--- src/rtl/detector_sched_pkg.sv ---
// Shared definitions for the detector scheduler slice.
//   - default NREQ / WIDTH / DET_LAT values
//   - scheduler FSM state encoding
//   - idx_width(): width of a requester index (never narrower than 1 bit)
package detector_sched_pkg;

  localparam int DEF_NREQ    = 4;
  localparam int DEF_WIDTH   = 8;
  localparam int DEF_DET_LAT = 1;

  typedef enum logic [2:0] {
    ST_IDLE  = 3'd0,
    ST_CLEAR = 3'd1,
    ST_SHIFT = 3'd2,
    ST_DRAIN = 3'd3,
    ST_DONE  = 3'd4
  } state_t;

  function automatic int idx_width(input int n);
    return (n <= 2) ? 1 : $clog2(n);
  endfunction

endpackage

--- src/rtl/detector_scheduler_rr_arbiter.sv ---
// Combinational round-robin arbiter.
//   req         : request levels, one per requester
//   last_grant  : index granted most recently; search starts one above it
//   en          : arbitration enable; no grant is produced while low
//   grant_valid : some enabled requester won
//   grant_id    : index of the winner
module rr_arbiter
  import detector_sched_pkg::*;
#(
  parameter  int NREQ = DEF_NREQ,
  localparam int IW   = idx_width(NREQ)
) (
  input  logic [NREQ-1:0] req,
  input  logic [IW-1:0]   last_grant,
  input  logic            en,
  output logic            grant_valid,
  output logic [IW-1:0]   grant_id
);

  int idx;

  // Walk the search order backwards so the last hit written is the requester
  // closest above last_grant, i.e. the round-robin winner.
  always_comb begin
    // NOTE: every output of a combinational block gets a default first so no
    // path leaves it unassigned and a latch is never inferred.
    grant_valid = 1'b0;
    grant_id    = '0;
    idx         = 0;
    for (int k = NREQ; k >= 1; k--) begin
      idx = int'(last_grant) + k;
      if (idx >= NREQ) idx = idx - NREQ;
      if (en && req[idx]) begin
        grant_valid = 1'b1;
        grant_id    = IW'(idx);
      end
    end
  end

endmodule

--- src/rtl/detector_scheduler.sv ---
// Time-shares one serial sequence detector among NREQ requesters.
//   clock, reset      : rising-edge clock, synchronous active-low reset
//   req, data         : request levels and packed WIDTH-bit words (word i at [i*WIDTH +: WIDTH])
//   ack               : one-hot completion pulse for the serviced requester
//   result            : detector outputs, bit WIDTH-1 = response to the first bit shifted
//   result_valid      : completion pulse, coincident with ack
//   result_id         : index of the serviced requester
//   busy              : high whenever the FSM is not idle
//   det_rst, det_in   : reset and serial data towards the detector
//   det_out           : detector response, valid DET_LAT clocks after det_in
module detector_scheduler
  import detector_sched_pkg::*;
#(
  parameter  int NREQ    = DEF_NREQ,
  parameter  int WIDTH   = DEF_WIDTH,
  parameter  int DET_LAT = DEF_DET_LAT,
  localparam int IW      = idx_width(NREQ)
) (
  input  logic                  clock,
  input  logic                  reset,
  input  logic [NREQ-1:0]       req,
  input  logic [NREQ*WIDTH-1:0] data,
  output logic [NREQ-1:0]       ack,
  output logic [WIDTH-1:0]      result,
  output logic                  result_valid,
  output logic [IW-1:0]         result_id,
  output logic                  busy,
  output logic                  det_rst,
  output logic                  det_in,
  input  logic                  det_out
);

  // One counter serves both the bit count in SHIFT and the DRAIN count.
  localparam int CW = $clog2(WIDTH + 4);

  state_t             state;
  logic [WIDTH-1:0]   shreg;
  logic [WIDTH-1:0]   cap_reg;
  logic [WIDTH-1:0]   cap_next;
  logic [IW-1:0]      last_grant;
  logic [IW-1:0]      grant_id;
  logic [CW-1:0]      cnt;
  logic [DET_LAT-1:0] vld_pipe;
  logic               grant_valid;
  logic [IW-1:0]      arb_id;

  rr_arbiter #(.NREQ(NREQ)) u_arb (
    .req         (req),
    .last_grant  (last_grant),
    .en          (state == ST_IDLE),
    .grant_valid (grant_valid),
    .grant_id    (arb_id)
  );

  // vld_pipe delays "this cycle shifted a bit" by DET_LAT clocks, so its top
  // bit marks the cycle in which det_out answers that bit.
  always_comb begin
    cap_next = cap_reg;
    if (vld_pipe[DET_LAT-1]) cap_next = (cap_reg << 1) | WIDTH'(det_out);
  end

  // Outputs are registered: each branch loads the values that belong to the
  // state being entered, so det_rst/det_in/ack line up with that state.
  always_ff @(posedge clock) begin
    // NOTE: sequential state uses non-blocking assignments so every register
    // samples pre-edge values regardless of statement order.
    if (!reset) begin
      state        <= ST_IDLE;
      ack          <= '0;
      result_valid <= 1'b0;
      result       <= '0;
      result_id    <= '0;
      busy         <= 1'b0;
      det_rst      <= 1'b1;
      det_in       <= 1'b0;
      last_grant   <= IW'(NREQ - 1);
      grant_id     <= '0;
      shreg        <= '0;
      cap_reg      <= '0;
      cnt          <= '0;
      vld_pipe     <= '0;
    end else begin
      ack          <= '0;
      result_valid <= 1'b0;
      vld_pipe     <= (vld_pipe << 1) | DET_LAT'(state == ST_SHIFT);
      cap_reg      <= cap_next;

      case (state)
        ST_IDLE: begin
          det_rst <= 1'b0;
          if (grant_valid) begin
            shreg    <= data[arb_id*WIDTH +: WIDTH];
            grant_id <= arb_id;
            cap_reg  <= '0;
            det_rst  <= 1'b1;
            det_in   <= 1'b0;
            busy     <= 1'b1;
            state    <= ST_CLEAR;
          end
        end

        ST_CLEAR: begin
          det_rst <= 1'b0;
          det_in  <= shreg[WIDTH-1];
          shreg   <= shreg << 1;
          cnt     <= '0;
          state   <= ST_SHIFT;
        end

        ST_SHIFT: begin
          if (cnt == CW'(WIDTH - 1)) begin
            det_in <= 1'b0;
            cnt    <= '0;
            state  <= ST_DRAIN;
          end else begin
            det_in <= shreg[WIDTH-1];
            shreg  <= shreg << 1;
            cnt    <= cnt + 1'b1;
          end
        end

        // The last sample arrives in the final DRAIN cycle, so the result is
        // taken from cap_next rather than cap_reg.
        ST_DRAIN: begin
          if (cnt == CW'(DET_LAT - 1)) begin
            result       <= cap_next;
            result_valid <= 1'b1;
            result_id    <= grant_id;
            ack          <= NREQ'(1) << grant_id;
            state        <= ST_DONE;
          end else begin
            cnt <= cnt + 1'b1;
          end
        end

        ST_DONE: begin
          last_grant <= grant_id;
          busy       <= 1'b0;
          state      <= ST_IDLE;
        end

        default: state <= ST_IDLE;
      endcase
    end
  end

endmodule

--- config.mk ---
export PLATFORM = sky130hd
export DESIGN_NAME = detector_scheduler
export DESIGN_NICKNAME = d
export VERILOG_FILES = /design/src/rtl/detector_sched_pkg.sv /design/src/rtl/detector_scheduler_rr_arbiter.sv /design/src/rtl/detector_scheduler.sv
export SDC_FILE = /design/constraint.sdc
export NUM_CORES = 1
export LEC_CHECK = 0
export ABC_AREA = 1
export CAP_MARGIN = 10
export CORE_MARGIN = 2
export CORE_UTILIZATION = 51
export CTS_BUF_LIST = sky130_fd_sc_hd__clkbuf_8 sky130_fd_sc_hd__clkbuf_16
export CTS_CLUSTER_DIAMETER = 150
export DETAILED_ROUTE_END_ITERATION = 8
export PLACE_DENSITY = 0.85
export SYNTH_ARGS = -nofsm -noshare
export SYNTH_HDL_FRONTEND = slang
export SYNTH_HIERARCHICAL = 1
export SYNTH_SLANG_ARGS = --single-unit
--- constraint.sdc ---
create_clock -name clock -period 2.94 [get_ports clock]
set_input_delay 0.441 -clock clock [delete_from_list [all_inputs] [get_ports clock]]
set_output_delay 0.441 -clock clock [all_outputs]
set_load 0.02 [all_outputs]
==> summary.md, run 1 <==
| Metric | Value |
|---|---|
| Core Util, Final | `0.6600` |
| Post-synth top area cell | `dfxtp_1` |
| HPWL after DPL | `4327 µm` |
| Layout cells sized above 1 | `0.09072` |
| Yosys warns | `6` |
| Vias | `2665` |
| Total track usage | `0.2081` |
| # IOs | `57` |
| Total wire length | `5805 µm` |
| TritonCTS clock tree | `built` |
| Unique masters post-synth | `31` |
| Reg2reg path depth | `15` |
| RSZ-0062 raised after global routing | `no` |
| RR Startpoint | `last_grant[0]` |
| Largest net degree at the start of global routing | `20` |
| Most frequent cells in the layout | `139 x nand2_1, 62 x inv_1, 56 x clkdlybuf4s50_1` |
| Synth top area cells | `dfxtp_1 34%, nand2_1 19%, inv_1 8.5%, nor2_1 6.9%, nand3_1 6.3%` |
| Crit Path Max Fanout | `10` |
| Post-CTS Setup Repair Bufs | `0` |
| Port bufs | `56` |
| Outcome | `complete, no violations` |
| Crit path time final | `2.312 ns` |
| Max_cap viols | `0` |
| FMAX | `432.5 MHz` |
| Crit end category | `flip-flop` |
| Area grow syn2layout | `24.92%` |
| Crit Reg-Reg Endpoint | `shreg[6]` |
| First-pass GRT wire length | `10300 µm` |
| Clock power share | `0.134` |
| Crit start category | `flip-flop` |
| Number of diodes | `0` |
| Drt pass-1 iters | `4` |
| Clock Skews | `0.003442 ns` |
| Synth top area share | `0.3434` |
| Combinational Power Share | `0.553` |
| CTS resizes | `0` |
| Switching part of the total | `0.4602` |
| Die span in y | `76.51 µm` |
| TritonCTS Buffers | `5` |
| Most common cell after layout, fill and taps aside | `nand2_1` |
| Seq pwr share | `0.314` |
| Hold Fails Final Rpt | `0` |
| Vias/cell | `4.899` |
| Leakage power | `1.610 nW` |
| Register area share after synthesis | `0.3434` |
| Post-Syn Area | `2681 µm²` |
| Root Buffer | `clkbuf_8` |
| Clk Latency, worst-skew pair | `0.30 ns` |
| Vias in the first global route | `2531` |
| Worst-margin pin slew | `0.5520 ns` |
| WP data required | `3.14 ns` |
| Max Root-Sink Buffers | `2` |
| Post-route clock period utilization | `0.7864` |
| Max rail drop VDD | `480.8 µV` |
| Worst hold start | `grant_id[0]` |
| Int Pwr | `1.468 mW` |
| R2R Setup Slk | `0.63 ns` |
| Rows | `26` |
| Residual DRC count | `0` |
| Final setup violation count | `0` |
| Setup TNS | `0 ns` |
| Hold_buf cts | `0` |
| Worst Hold Class | `reg -> reg` |
| Cells after synthesis | `420` |
| Die X | `76.51 µm` |
| CTS H-Tree Depth | `2` |
| Min-Delay Path Depth | `1` |
| Core box area | `5075 µm²` |
| Synth Register Bits | `46` |
| Mapped Nets | `461` |
| Reg clk slew, reported paths | `0.08 ns` |
| Sw Pwr | `1.252 mW` |
| Power per cell area | `812.0 nW/µm²` |
| Starting Density | `0.5284` |
| Fin nets | `515` |
| WL/cell | `10.67 µm` |
| Hold path endpoint | `ack[2]` |
| Fillers | `466` |
| DR iter-0 viols | `151` |
| WS Path Type | `reg -> reg` |
| Die area | `5854 µm²` |
| Avg Inst Size Synth | `6.384 µm²` |
| Post-route ant nets | `0` |
| Final Wtd Congestion | `0.8956` |
| Initial antenna violation count | `0` |
| Global route total overflow | `0` |
| Final Max Tran Viols | `0` |
| Relative slew slack | `0.6297` |
| Clk sinks | `46` |
| Critical Path AT | `2.52 ns` |
==> cell usage after synthesis <==
cell type / number
nor2_8: 1
nand2_1: 139
nand3_4: 2
nor2_4: 3
clkbuf_1: 3
inv_8: 1
inv_1: 61
nand3_2: 2
nand3_1: 34
a21oi_2: 1
a211oi_1: 7
a211oi_2: 1
o21ai_0: 11
buf_2: 3
ha_1: 2
inv_4: 1
nor2_2: 2
a21oi_1: 13
clkinv_1: 1
o211ai_1: 2
nor2_1: 49
nand4_1: 2
buf_6: 1
dfxtp_1: 46
inv_2: 5
nand2_2: 11
buf_8: 1
buf_4: 4
o21bai_1: 7
nor3_2: 1
nand2_4: 3
==> logic make-up (layout without fill, tap and decap cells) <==
kind of cell,Yosys count,count (layout),synth area share
and+or+nand+nor,249,249,0.4186
buffers and inverters,81,135,0.1311
DFF,46,46,0.3434
AOI/OAI and AO/OA,42,42,0.09752
adders and majority gates,2,2,0.009331
==> critical path, cell delays in order, from the launching register on <==
cell and delay, ns:
dfxtp_1 0.63, nand2_1 0.17, nand3_1 0.14, nand3_2 0.11, nand2_1 0.08, inv_1 0.04, nand2_1 0.05, nand2_1 0.05
nand2_1 0.28, inv_1 0.24, nand3_1 0.14, nand2_1 0.07, nand2_1 0.06, nand2_1 0.04, nor2_1 0.08, nor2_1 0.04
==> layout make-up <==
type                       count  area [µm²]  area share
timing repair buffer          59       583.1      0.1741
sequential                    46       920.9      0.2749
tap                           70       87.58     0.02615
multi-input combinational    293        1409      0.4206
clock inverter                 2       11.26    0.003362
inverter                      69       269.0     0.08031
clock buffer                   5       68.82     0.02055
==> layer usage <==
metal	routed length [µm]	vias to the layer above	track usage
met5	0	-	0
met4	108	0	0.06909
met3	202	13	0.03436
met2	2958	56	0.3841
met1	2535	1196	0.2430
li1	-	1400	-
==> worst max-delay path by stage <==
stage | slack (ns) | to | startpoint | cells after the start
floorplan | 0.90 | shreg[4] | state[1] | 18
detailed placement | 0.43 | shreg[7] | req[1] | 16
CTS | 0.69 | shreg[7] | last_grant[0] | 15
finish | 0.63 | shreg[6] | last_grant[0] | 15
global route | 0.37 | shreg[5] | last_grant[0] | 15
global placement | 0.47 | shreg[7] | req[1] | 16
==> power by group through the flow <==
stage                     Clock, mW  Combinational [mW]  Sequential, mW
after global routing          0.399                1.72           0.870
after global placement            0                1.46           0.860
final                         0.363                1.50           0.854
after CTS                     0.373                1.50           0.852
after detailed placement          0                1.49           0.866
after floorplan                   0                1.15           0.873
==> metrics by stage <==
step	std cells	setup slack (ns)	hold slack [ns]	power, mW	cell area, µm²
after global placement	537	0.4678	0.4363	2.324	3269
after CTS	544	0.6871	0.4562	2.726	3349
after floorplan	420	0.9022	0.4126	2.028	2681
final	544	0.6279	0.4584	2.720	3349
after global routing	544	0.3707	0.4964	2.992	3349
after detailed placement	537	0.4256	0.4356	2.358	3269
Power figures use the tool's default switching activity.
==> run 2: changes to the inputs <==
clock period = 2.3 ns   (was 2.94 ns; I/O delays follow)
==> summary.md, run 2 (synthesis gave the netlist of run 1 again) <==
| Metric | Value |
|---|---|
| Outcome | `complete, no violations` |
| Post-route clock period utilization | `0.8766` |
| Max_cap viols | `0` |
| Rows | `26` |
| GRT met2 Usage | `0.3823` |
| FMAX | `496.0 MHz` |
| Critical-path top delay cell | `dfxtp_1` |
| Final setup violation count | `0` |
| Cell mode on critical path | `nand2_1` |
| Final worst slack | `0.2839 ns` |
| WL/cell | `10.71 µm` |
| Final Max Tran Viols | `0` |
| Most common cell after layout, fill and taps aside | `nand2_1` |
| Post-route ant nets | `0` |
| Crit start category | `flip-flop` |
| RSZ-0062 raised after global routing | `no` |
| Crit path time final | `2.016 ns` |
| TritonCTS Buffers | `5` |
| Reg clk slew, reported paths | `0.09 ns` |
| WP data required | `2.51 ns` |
| Vias/cell | `4.844` |
| TritonCTS clock tree | `built` |
| Fillers | `459` |
| Max rail drop VDD | `532.6 µV` |
| Global route total overflow | `0` |
| Clock Skews | `0.005424 ns` |
| Largest net degree at the start of global routing | `19` |
| Starting Density | `0.5284` |
| Vias in the first global route | `2540` |
| Worst-margin pin slew | `0.4455 ns` |
| Relative slew slack | `0.7026` |
| Core Util, Final | `0.6780` |
| Max Root-Sink Buffers | `2` |
| Crit Path Max Fanout | `17` |
| # IOs | `57` |
| GR Layer Usage met3 | `0.03673` |
| # placed instances | `543` |
| Area grow syn2layout | `28.32%` |
| WS Path Type | `reg -> reg` |
| Root Buffer | `clkbuf_8` |
| Die area | `5854 µm²` |
| Crit end category | `flip-flop` |
| CTS H-Tree Depth | `2` |
| Clk sinks | `46` |
| Hold Fails Final Rpt | `0` |
| CP Cell Sequence | `nor3_2, buf_4, nand2_1, nor2_2, nand2_1, nand2_1, nand2_1, nand2_1, buf_4, nand2_1, nand3_1, nand2_1, nand2_1, nand2_1, nor2_1, nor2_1` |
| Fin nets | `521` |
| Total power draw | `3.729 mW` |
| HPWL after DPL | `4470 µm` |
| Setup TNS | `0 ns` |
| Number of diodes | `0` |
| Hold_buf cts | `0` |
| Worst Hold Class | `reg -> reg` |
| Layout cells sized above 1 | `0.1081` |
| Drt pass-1 iters | `4` |
| Clk Latency, worst-skew pair | `0.30 ns` |
| Post-CTS Setup Repair Bufs | `0` |
| Post-place setup slack | `0.02433 ns` |
| Core box area | `5075 µm²` |
| First-pass GRT wire length | `10270 µm` |
| Post-route insts no fill | `551` |
| Leakage power | `1.661 nW` |
| Port bufs | `56` |
| Residual DRC count | `0` |
| Final Wtd Congestion | `0.8719` |
| Die X | `76.51 µm` |
| Total wire length | `5903 µm` |
| Die span in y | `76.51 µm` |
| Met1 Resource Use GR | `0.2402` |
| Most frequent cells in the layout | `139 x nand2_1, 61 x inv_1, 56 x clkdlybuf4s50_1` |
| DR iter-0 viols | `85` |
| Global route hottest layer | `met2` |
| Power per cell area | `1084 nW/µm²` |
| Vias | `2669` |
| Crit-path max cell delay | `0.40 ns` |
| Critical Path AT | `2.22 ns` |
| Initial antenna violation count | `0` |
| Delay-heaviest family, CP | `simple AND/OR/NAND/NOR gates` |
| Total track usage | `0.2087` |
| Critical path buffer and inverter count | `2` |
[run 2: cell type report]
| cell class | instances | area (µm²) | area share |
|---|---|---|---|
| multi-input cells | 293 | 1409 | 0.4095 |
| flip-flops and latches | 46 | 922.1 | 0.2680 |
| repair buffers | 65 | 640.6 | 0.1862 |
| inverters | 69 | 269.0 | 0.07818 |
| well taps | 70 | 87.58 | 0.02545 |
| clock buffers | 5 | 68.82 | 0.02000 |
| clock inverters | 3 | 43.79 | 0.01273 |
[run 2: repair_timing]
action                                 4_1_cts  5_1_grt
endpoints found under the hold margin        0        0
resized for setup                            0        1
setup endpoints to repair                    0        5
[run 2: worst reg2reg max path: cells and delay by family, from the launching register on]
kind	cells	cell delay [ns]
buffers and inverters	2	0.42
DFF	1	0.40
and+or+nand+nor	14	1.08
[run 2: worst paths after layout]
check	start	end	slack, ns	depth (start not counted)
worst min register to register	grant_id[0]	ack[2]	0.47	1
worst max-delay path	state[2]	shreg[7]	0.28	16
worst max register to register	state[2]	shreg[7]	0.28	16
worst min-delay path	grant_id[0]	ack[2]	0.47	1
[run 2: routing by layer]
layer  wire, µm  vias to the layer above  share of wire
met5          0                        -              0
met4         83                        0          0.014
met3        165                        6          0.028
met2       3065                       48           0.52
met1       2589                     1210           0.44
li1           -                     1405              -
[run 2: report_power, final]
| part | switching [mW] | internal (mW) |
|---|---|---|
| clock network | 0.279 | 0.326 |
| logic | 1.26 | 0.801 |
| registers | 0.104 | 0.955 |
[run 2: stage by stage]
step	hold WS, ns	area [µm²]
after CTS	0.4705	3440
after global routing	0.4981	3441
after global placement	0.4367	3327
final	0.4723	3441
after detailed placement	0.4481	3327
after floorplan	0.4126	2681
